[config.mk]
export PLATFORM = sky130hd
export DESIGN_NAME = alu_serial_rx
export DESIGN_NICKNAME = d
export VERILOG_FILES = /design/src/rtl/alu_serial_rx_pkg.sv /design/src/rtl/alu_rx_shifter.sv /design/src/rtl/alu_serial_rx.sv
export SDC_FILE = /design/constraint.sdc
export NUM_CORES = 1
export LEC_CHECK = 0
export ABC_AREA = 1
export CORE_MARGIN = 4
export CORE_UTILIZATION = 63
export DETAILED_ROUTE_END_ITERATION = 12
export GPL_TIMING_DRIVEN = 0
export PLACE_DENSITY = 0.83
export SYNTH_ARGS = -nofsm -noshare
export SYNTH_HDL_FRONTEND = slang
export SYNTH_SLANG_ARGS = --single-unit
[constraint.sdc]
create_clock -name clk -period 9.9 [get_ports clk]
set_clock_uncertainty 0.2 [all_clocks]
set_input_delay 1.485 -clock clk [delete_from_list [all_inputs] [get_ports clk]]
set_output_delay 1.485 -clock clk [all_outputs]
set_load 0.1 [all_outputs]
[src/rtl/alu_serial_rx_pkg.sv]
// Shared types, packet field constants and CRC helper for the ALU serial receive path.
package alu_serial_rx_pkg;

   typedef enum logic [2:0] {
      AND_OPERATION = 3'b000,
      OR_OPERATION  = 3'b001,
      ADD_OPERATION = 3'b100,
      SUB_OPERATION = 3'b101
   } operation_t;

   typedef struct packed {
      logic data;
      logic crc;
      logic op;
   } error_flags_t;

   // 11-bit packet in wire order, MSB first
   typedef struct packed {
      logic       start;
      logic       ptype;
      logic [7:0] payload;
      logic       stop;
   } packet_t;

   typedef struct packed {
      logic       zero;
      logic [2:0] op;
      logic [3:0] crc;
   } in_crc_t;

   localparam logic START_BIT = 1'b0;
   localparam logic STOP_BIT  = 1'b1;
   localparam logic TYPE_DATA = 1'b0;
   localparam logic TYPE_CMD  = 1'b1;
   localparam int   DATA_PKTS = 8;
   localparam int   PKT_BITS  = 11;

   // CRC4, poly x^4+x+1, init 0, message consumed MSB first
   function automatic logic [3:0] crc4_calc(input logic [67:0] msg);
      logic [3:0] c;
      logic       fb;
      c = 4'h0;
      for (int i = 67; i >= 0; i--) begin
         fb = c[3] ^ msg[i];
         c  = {c[2:0], 1'b0} ^ {2'b00, fb, fb};
      end
      return c;
   endfunction

   function automatic logic op_is_valid(input logic [2:0] op);
      return (op == AND_OPERATION) || (op == OR_OPERATION) ||
             (op == ADD_OPERATION) || (op == SUB_OPERATION);
   endfunction

endpackage

[src/rtl/alu_rx_shifter.sv]
// 11-bit serial-to-parallel packet shifter; pkt_done is high while the last (stop) bit is sampled.
// Starts on a low sin only while en is high; the packet stays in pkt until the next start.
module alu_rx_shifter
   import alu_serial_rx_pkg::*;
(
   input  logic    clk,
   input  logic    rst,
   input  logic    sin,
   input  logic    en,
   output logic    pkt_done,
   output packet_t pkt
);

   logic        active;
   logic [3:0]  cnt;
   logic [10:0] sh;

   always_ff @(posedge clk or posedge rst) begin
      if (rst) begin
         active <= 1'b0;
         cnt    <= 4'd0;
         sh     <= 11'd0;
      end else if (active) begin
         sh <= {sh[9:0], sin};
         if (cnt == 4'(PKT_BITS - 1)) begin
            active <= 1'b0;
            cnt    <= 4'd0;
         end else begin
            cnt <= cnt + 4'd1;
         end
      end else if (en && sin == START_BIT) begin
         active <= 1'b1;
         cnt    <= 4'd1;
         sh     <= {sh[9:0], sin};
      end
   end

   assign pkt_done = active && (cnt == 4'(PKT_BITS - 1));
   assign pkt      = packet_t'(sh);

endmodule

[src/rtl/alu_serial_rx.sv]
// Serial receive front end of the ALU: frames 8 data + 1 cmd packet into {A, B, op, err}; out_valid 2 cycles after cmd stop bit.
// Result is held until out_ready; serial input is ignored meanwhile. ALU_RX_TIMEOUT_EN enables the inter-packet gap abort.
module alu_serial_rx
   import alu_serial_rx_pkg::*;
#(
   parameter int TIMEOUT_CYCLES = 64
) (
   input  logic        clk,
   input  logic        rst,
   input  logic        sin,
   output logic        out_valid,
   input  logic        out_ready,
   output logic [31:0] out_a,
   output logic [31:0] out_b,
   output logic [2:0]  out_op,
   output logic [2:0]  out_err,
   output logic        busy
);

   localparam logic [2:0] S_IDLE     = 3'd0;
   localparam logic [2:0] S_SHIFT    = 3'd1;
   localparam logic [2:0] S_CHECK    = 3'd2;
   localparam logic [2:0] S_WAIT_GAP = 3'd3;
   localparam logic [2:0] S_HOLD     = 3'd4;

   logic [2:0]   state;
   logic [63:0]  data_reg;
   logic [3:0]   pkt_cnt;
   logic         frame_err;
   logic         listen;
   logic         pkt_done;
   packet_t      pkt;
   in_crc_t      cmd;
   logic         unused_rsvd;
   logic         framing_bad;
   logic         gap_expired;
   error_flags_t err_next;

   assign listen = (state == S_IDLE) || (state == S_WAIT_GAP);

   alu_rx_shifter u_shifter (
      .clk      (clk),
      .rst      (rst),
      .sin      (sin),
      .en       (listen),
      .pkt_done (pkt_done),
      .pkt      (pkt)
   );

   assign cmd         = in_crc_t'(pkt.payload);
   assign unused_rsvd = cmd.zero;
   assign framing_bad = (pkt.start != START_BIT) || (pkt.stop != STOP_BIT);

`ifdef ALU_RX_TIMEOUT_EN
   localparam int GAP_W = $clog2(TIMEOUT_CYCLES + 1);
   logic [GAP_W-1:0] gap_cnt;

   assign gap_expired = (state == S_WAIT_GAP) && sin && (gap_cnt == GAP_W'(TIMEOUT_CYCLES));

   always_ff @(posedge clk or posedge rst) begin
      if (rst)
         gap_cnt <= '0;
      else if (state == S_WAIT_GAP && sin)
         gap_cnt <= gap_cnt + 1'b1;
      else
         gap_cnt <= '0;
   end
`else
   assign gap_expired = 1'b0;
`endif

   // A framing/count problem makes the CRC and opcode meaningless, so they are not reported
   always_comb begin
      err_next      = '0;
      err_next.data = (pkt_cnt != 4'(DATA_PKTS)) || frame_err || framing_bad;
      if (!err_next.data) begin
         err_next.crc = crc4_calc({data_reg, 1'b1, cmd.op}) != cmd.crc;
         err_next.op  = !op_is_valid(cmd.op);
      end
   end

   always_ff @(posedge clk or posedge rst) begin
      if (rst) begin
         state     <= S_IDLE;
         data_reg  <= 64'd0;
         pkt_cnt   <= 4'd0;
         frame_err <= 1'b0;
         busy      <= 1'b0;
         out_valid <= 1'b0;
         out_a     <= 32'd0;
         out_b     <= 32'd0;
         out_op    <= AND_OPERATION;
         out_err   <= 3'b000;
      end else begin
         case (state)
            S_IDLE, S_WAIT_GAP: begin
               if (sin == START_BIT) begin
                  state <= S_SHIFT;
                  busy  <= 1'b1;
               end else if (gap_expired) begin
                  state     <= S_IDLE;
                  data_reg  <= 64'd0;
                  pkt_cnt   <= 4'd0;
                  frame_err <= 1'b0;
                  busy      <= 1'b0;
               end
            end
            S_SHIFT: begin
               if (pkt_done)
                  state <= S_CHECK;
            end
            S_CHECK: begin
               if (pkt.ptype == TYPE_DATA) begin
                  data_reg <= {data_reg[55:0], pkt.payload};
                  if (pkt_cnt != 4'hF)
                     pkt_cnt <= pkt_cnt + 4'd1;
                  if (framing_bad)
                     frame_err <= 1'b1;
                  state <= S_WAIT_GAP;
               end else begin
                  out_valid <= 1'b1;
                  out_a     <= data_reg[31:0];
                  out_b     <= data_reg[63:32];
                  out_op    <= cmd.op;
                  out_err   <= err_next;
                  state     <= S_HOLD;
               end
            end
            S_HOLD: begin
               if (out_ready) begin
                  out_valid <= 1'b0;
                  data_reg  <= 64'd0;
                  pkt_cnt   <= 4'd0;
                  frame_err <= 1'b0;
                  busy      <= 1'b0;
                  state     <= S_IDLE;
               end
            end
            default: state <= S_IDLE;
         endcase
      end
   end

endmodule
* Word-level counts from Yosys, hierarchy flattened
Cells that the tools add are included.
Widths: inputs -> output; s select.
** Storage, ports and cells
- Register bits :: 160
- Bits in latches :: 0
- RAM bits :: 0
- Memory bits (read-only) :: 0
- Input port bits :: 4
- Output and inout bits :: 72
- Word-level logic and storage cells :: 220
- Memories kept :: 0
** Operators by class
- Add/subtract/negate cells :: 2
- $mul :: 0
- Div/mod/pow operators :: 0
- Magnitude comparators :: 0
- Equality and inequality tests :: 18
- Shift-type cells :: 0
- Muxes and demuxes :: 29
- Bitwise logic cells :: 135
- Reduce and logical (&&, ||, !) cells :: 23
** Operators with widths (count)
- $xor 4x2->4 :: 66
- $mux 64 :: 2
- $pmux 64 s2 :: 1
- $xor 1x1->1 :: 64
- $mux 4 :: 6
- $mux 11 :: 2
- $mux 3 :: 4
- $ne 2x2->1 const B :: 6
- $pmux 3 s4 :: 1
- $reduce_and 3->1 :: 4
- $eq 3x3->1 const B :: 3
- $add 4x1->4 const B :: 2
- $mux 1 :: 8
- $ne 4x4->1 const B :: 2
- $pmux 4 s2 :: 1
- $reduce_and 4->1 :: 2
- $logic_or 1x1->1 :: 7
- $eq 3x1->1 const B :: 2
- $eq 3x2->1 const B :: 2
- $logic_not 3->1 :: 2
- $pmux 1 s2 :: 3
- $reduce_bool 2->1 :: 3
- $eq 4x4->1 const B :: 1
- $ne 4x4->1 :: 1
- other kinds (9) :: 12

* Longest topological paths before layout
- Depth in word-level cells :: 134
- Mapped depth :: 72

* Modules after synthesis
From an unflattened synthesis, not the netlist that was laid out.
** Second synthesis, totals
- Cell total of the unflattened synthesis :: 1152
- Area, all modules :: 8668.3 um2
** By module, submodules not included
- alu_serial_rx :: times used 1, cells each 1073, area each 7950.1 um2
- alu_rx_shifter :: times used 1, cells each 79, area each 718.2 um2

* Worst setup path before layout
OpenSTA, ideal clock, no wires.
- Path type :: register -> register
- Start point :: register data_reg[63]
- End point :: register out_err[1]
- Library setup time :: 0.120 ns
- Arrival time :: 4.943 ns
- Data required time :: 9.580 ns
- Slack :: 4.638 ns
- Stages on the path, launching flop included :: 67
- Path buffers :: 0
- Clock period less this slack :: 5.262 ns
- Cell sequence :: dfrtp_1 > inv_2 > nand2_1 > nand3_1 > nand2_2 > nand2_2 > inv_1 > nor2_1 > nand2_1 > nand2_1 > nand2_1 > nand2_1 > nand2_1 > nand2_2 > nand2_1 > nand2_1 > nand2_2 > nand2_2 > [... 31 more ...] > nand2_1 > nand3_1 > nand2_2 > nand2_2 > nand2_2 > nand2_1 > nand3_1 > nand3_2 > nand2_1 > nand2_2 > nand2_1 > inv_1 > nand2_1 > nand2_1 > nor2_2 > nand3_1 > nand2_1 > nand2_1
** Between the ends
- Cells in the longest elaborated chain, start to end :: 91
- Elaborated cells on any way between the ends :: 133
** RTL lines
- from (decl) :: line alu_serial_rx.sv:27 : logic [63:0] data_reg;
- from (signal assigned) :: line alu_serial_rx.sv:114 : data_reg <= {data_reg[55:0], pkt.payload};
- $xor 3x2->3 * :: line alu_serial_rx_pkg.sv:45 : c = {c[2:0], 1'b0} ^ {2'b00, fb, fb};
- $xor 4x2->4 * :: line alu_serial_rx_pkg.sv:45
- $xor 1x1->1 / $xor 4x2->4 (equally long branches) :: line alu_serial_rx_pkg.sv:44, alu_serial_rx_pkg.sv:45
- $xor 4x2->4 * (3 in series) :: line alu_serial_rx_pkg.sv:45
- $xor 1x1->1 / $xor 4x2->4 (equally long branches) :: line alu_serial_rx_pkg.sv:44, alu_serial_rx_pkg.sv:45
- $xor 4x2->4 * (3 in series) :: line alu_serial_rx_pkg.sv:45
- $xor 1x1->1 / $xor 4x2->4 (equally long branches) :: line alu_serial_rx_pkg.sv:44, alu_serial_rx_pkg.sv:45
- $xor 4x2->4 * (3 in series) :: line alu_serial_rx_pkg.sv:45
- [... 64 more ...]
- $xor 1x1->1 / $xor 4x2->4 (equally long branches) :: line alu_serial_rx_pkg.sv:44, alu_serial_rx_pkg.sv:45
- $xor 4x2->4 * (3 in series) :: line alu_serial_rx_pkg.sv:45
- $xor 1x1->1 / $xor 4x2->4 (equally long branches) :: line alu_serial_rx_pkg.sv:44, alu_serial_rx_pkg.sv:45
- $xor 4x2->4 * (4 in series) :: line alu_serial_rx_pkg.sv:45
- $xor 1x1->1 / $xor 4x2->4 (equally long branches) :: line alu_serial_rx_pkg.sv:44, alu_serial_rx_pkg.sv:45
- $xor 4x2->4 * :: line alu_serial_rx_pkg.sv:45
- $ne 4x4->1 * :: line alu_serial_rx.sv:77 : err_next.crc = crc4_calc({data_reg, 1'b1, cmd.op}) != cmd.crc;
- $mux 2 * :: line alu_serial_rx.sv:76 : if (!err_next.data) begin
- to (signal assigned) :: line alu_serial_rx.sv:125 : out_err <= err_next;
- to (decl) :: line alu_serial_rx.sv:16 : output logic [2:0] out_err,
Mark *: on every way between the ends. The rest lies on a longest branch, timed or not.
A chain may end at the register's enable or synchronous reset.

* Worst setup path in the final report
- Start point :: register data_reg[60]
- End point :: register out_err[1]
** Between the ends
- Cells in the longest elaborated chain, start to end :: 89
- Elaborated cells on any way between the ends :: 129
** RTL lines
- $xor 1x1->1 * :: line alu_serial_rx_pkg.sv:44 : fb = c[3] ^ msg[i];
- $xor 4x2->4 * (3 in series) :: line alu_serial_rx_pkg.sv:45
- $xor 1x1->1 / $xor 4x2->4 (equally long branches) :: line alu_serial_rx_pkg.sv:44, alu_serial_rx_pkg.sv:45
- $xor 4x2->4 * (3 in series) :: line alu_serial_rx_pkg.sv:45
- $xor 1x1->1 / $xor 4x2->4 (equally long branches) :: line alu_serial_rx_pkg.sv:44, alu_serial_rx_pkg.sv:45
- $xor 4x2->4 * (3 in series) :: line alu_serial_rx_pkg.sv:45
- $xor 1x1->1 / $xor 4x2->4 (equally long branches) :: line alu_serial_rx_pkg.sv:44, alu_serial_rx_pkg.sv:45
- $xor 4x2->4 * (3 in series) :: line alu_serial_rx_pkg.sv:45
- [... 60 more ...]
- $xor 1x1->1 / $xor 4x2->4 (equally long branches) :: line alu_serial_rx_pkg.sv:44, alu_serial_rx_pkg.sv:45
- $xor 4x2->4 * (3 in series) :: line alu_serial_rx_pkg.sv:45
- $xor 1x1->1 / $xor 4x2->4 (equally long branches) :: line alu_serial_rx_pkg.sv:44, alu_serial_rx_pkg.sv:45
- $xor 4x2->4 * (4 in series) :: line alu_serial_rx_pkg.sv:45
- $xor 1x1->1 / $xor 4x2->4 (equally long branches) :: line alu_serial_rx_pkg.sv:44, alu_serial_rx_pkg.sv:45
- $xor 4x2->4 * :: line alu_serial_rx_pkg.sv:45
- $ne 4x4->1 * :: line alu_serial_rx.sv:77
- $mux 2 * :: line alu_serial_rx.sv:76
Marked as above.

==> impl_metrics.py <==
metrics = {
    "sta": {
        "finalWorstSetupSlack_ns": 3.47,
        "timing.final.crit_period_ns": 6.43,
        "setup_tns_ns": 0,
        "hold_viol": 0,
        "fin_crit_sh_pct": 64.9,
        "hold_slack_ns": 0.284,
        "slew_viol_final": 0,
        "setup_viol": 0,
        "worstMarginPinSlew_ns": 1.02,
        "max_freq_mhz": 156,
        "rsz0062_at_grt": "no",
        "relSlewSlack_pct": 32.0,
    },
    "floorplanning": {
        "fp.coreArea_um2": 13300,
        "die_height_um": 125,
        "num_rows": 42,
        "io_pins": 76,
        "die_area_um2": 15700,
        "start_util_pct": 65.0,
        "die_x_um": 125,
    },
    "setup_path": {
        "slowest_delay_ns": 0.40,
        "path_max_fanout": 5,
        "r2r_cells": 64,
        "slowest_stage": "dfrtp_1",
        "cp.arrival_ns": 6.55,
        "critPathLaunchType": "register",
        "worst-setup-path-type": "reg2reg",
        "r2r_slack_ns": 3.47,
        "crit_required_ns": 10.02,
        "crit_path_end_kind": "register",
        "crit_top_cell": "nand2_1",
    },
    "layout": {
        "drive_gt1_share_pct": 11.9,
        "final_nets": 1254,
        "syn_to_final_growth_pct": 18.5,
        "largest_register_ffs": 64,
        "diodes": 0,
    },
    "global_routing": {
        "antenna_found_initial": 0,
        "grt_overflow": 0,
        "grt_max_degree": 83,
        "track_usage_pct": 29.4,
        "grt_pass1_vias": 7878,
        "grt_pass1_wl_um": 37600,
    },
    "drt": {
        "routedLengthMet1_um": 9780,
        "drtIter0Drc": 811,
        "routed.top_layer": "met4",
        "routed-wl-met2_um": 11300,
        "dr_wl_met3_um": 1370,
        "routed_via_density": 5.74,
        "drt.antenna.violating_nets": 0,
        "vias": 8231,
        "wire_per_inst_um": 15.9,
        "drtPass1Iterations": 6,
        "routed_wl_um": 22900,
        "drc": 0,
    },
    "yosys": {
        "netlist_instances": 1151,
        "yosysWarnings": 0,
        "ys_seq_area_share_pct": 46.2,
        "synthArstFlopShare_pct": 100,
        "ys_types": 27,
        "synth_edf_count": 0,
        "syn-num-nets": 1159,
        "syn-mean-instance-area_um2": 7.54,
        "syn_area_um2": 8670,
        "synth_seq_cells": 160,
        "synth-main-ff-cell": "dfrtp_1",
    },
    "place": {
        "place.gp.congestion": 0.863,
        "dp_slack_ns": 3.66,
        "numPortBuffers": 75,
        "dp_hpwl_um": 16500,
    },
    "cts": {
        "cts_hold_buf": 0,
        "htreeDepth": 4,
        "numCtsBuffers": 17,
        "clk_latency_ns": 0.43,
        "cts_resized": 0,
        "clock_tree.buffer_depth": 2,
        "cts_root_buf": "clkbuf_16",
        "path_clk_slew_ns": 0.06,
        "post_cts_buffers": 0,
        "clock-sinks": 160,
        "cts_tree": "yes",
    },
    "min_path": {
        "min_path_cells": 2,
        "min_path_type": "reg2reg",
    },
    "outcome": {
        "status": "complete, no violations",
    },
    "flow_run": {
        "drv_cap": 0,
    },
}
==> worst paths after layout <==
check / from / to
worst min register to register: out_a[15]$_DFFE_PP0P_ / out_a[15]$_DFFE_PP0P_
max in group asynchronous: rst / data_reg[41]$_DFFE_PP0P_
worst min-delay path: out_a[15]$_DFFE_PP0P_ / out_a[15]$_DFFE_PP0P_
worst max-delay path: data_reg[60]$_DFFE_PP0P_ / out_err[1]$_DFFE_PP0P_
min in group asynchronous: rst / out_a[4]$_DFFE_PP0P_
worst max register to register: data_reg[60]$_DFFE_PP0P_ / out_err[1]$_DFFE_PP0P_
==> critical path: cells and delay by family, from the launching register on <==
family / cells / cell delay (ns)
XOR/XNOR: 1 / 0.16
flip-flops: 1 / 0.40
AND/OR/NAND/NOR: 57 / 5.09
buffers and inverters: 6 / 0.43
==> metrics by stage <==
step	area (um2)	instances	util, %
after floorplan	8670	1151	-
after global placement	9650	1402	72.3
after detailed placement	9680	1403	72.5
after CTS	10300	1434	77.0
after global routing	10300	1434	77.0
final	10300	1434	77.0
==> cells in the final DEF, fill, tap and decap left out, types with 2 or more instances in the layout <==
master	count
a21oi_1	8
bufinv_16	3
clkbuf_1	27
clkbuf_16	17
clkdlybuf4s50_1	75
clkinv_2	2
clkinvlp_4	6
dfrtp_1	160
ha_1	4
inv_1	117
inv_2	15
inv_6	2
nand2_1	365
nand2_2	74
nand2_4	11
nand3_1	164
nand3_2	13
nand4_1	2
nor2_1	16
nor3_1	5
o21ai_0	87
o22ai_1	66
xnor2_1	3
xor2_1	4
==> layer usage <==
| layer | vias up | global-route usage [%] |
|---|---|---|
| li1 | 3969 | - |
| met3 | 37 | 5.76 |
| met4 | 0 | 9.25 |
| met1 | 3908 | 38.5 |
| met2 | 317 | 49.7 |
| met5 | - | 0 |
==> cell type report <==
type	instances	area [um2]
Clock inverter	13	163
Fill cell	1044	3070
Multi-Input combinational cell	827	4040
Inverter	134	513
Clock buffer	18	439
Sequential cell	160	4000
Timing Repair Buffer	76	778
Tap cell	176	220
Buffer	30	124
==> synth_stat cells (8+ instances only) <==
cell type	instances	area [um2]
a21oi_1	8	40.0
clkbuf_1	27	101
nand2_2	74	463
nand3_1	164	821
o21ai_0	87	435
inv_1	118	443
nor2_1	16	60.1
dfrtp_1	160	4000
nand3_2	13	130
inv_2	15	56.3
nand2_4	11	124
o22ai_1	66	413
nand2_1	365	1370
==> cell families (layout without fill, tap and decap cells) <==
kind of cell,count (synthesis),count (layout),synth area share [%]
flops,160,160,46.2
compound gates,163,163,10.4
buf+inv,164,271,7.26
simple gates,653,653,34.9
fa+ha+maj,4,4,0.577
xor+xnor,7,7,0.707
Power is left out: the tool's default activity adds up to more than one toggle a clock period on the data nets, which glitch-free logic cannot reach.
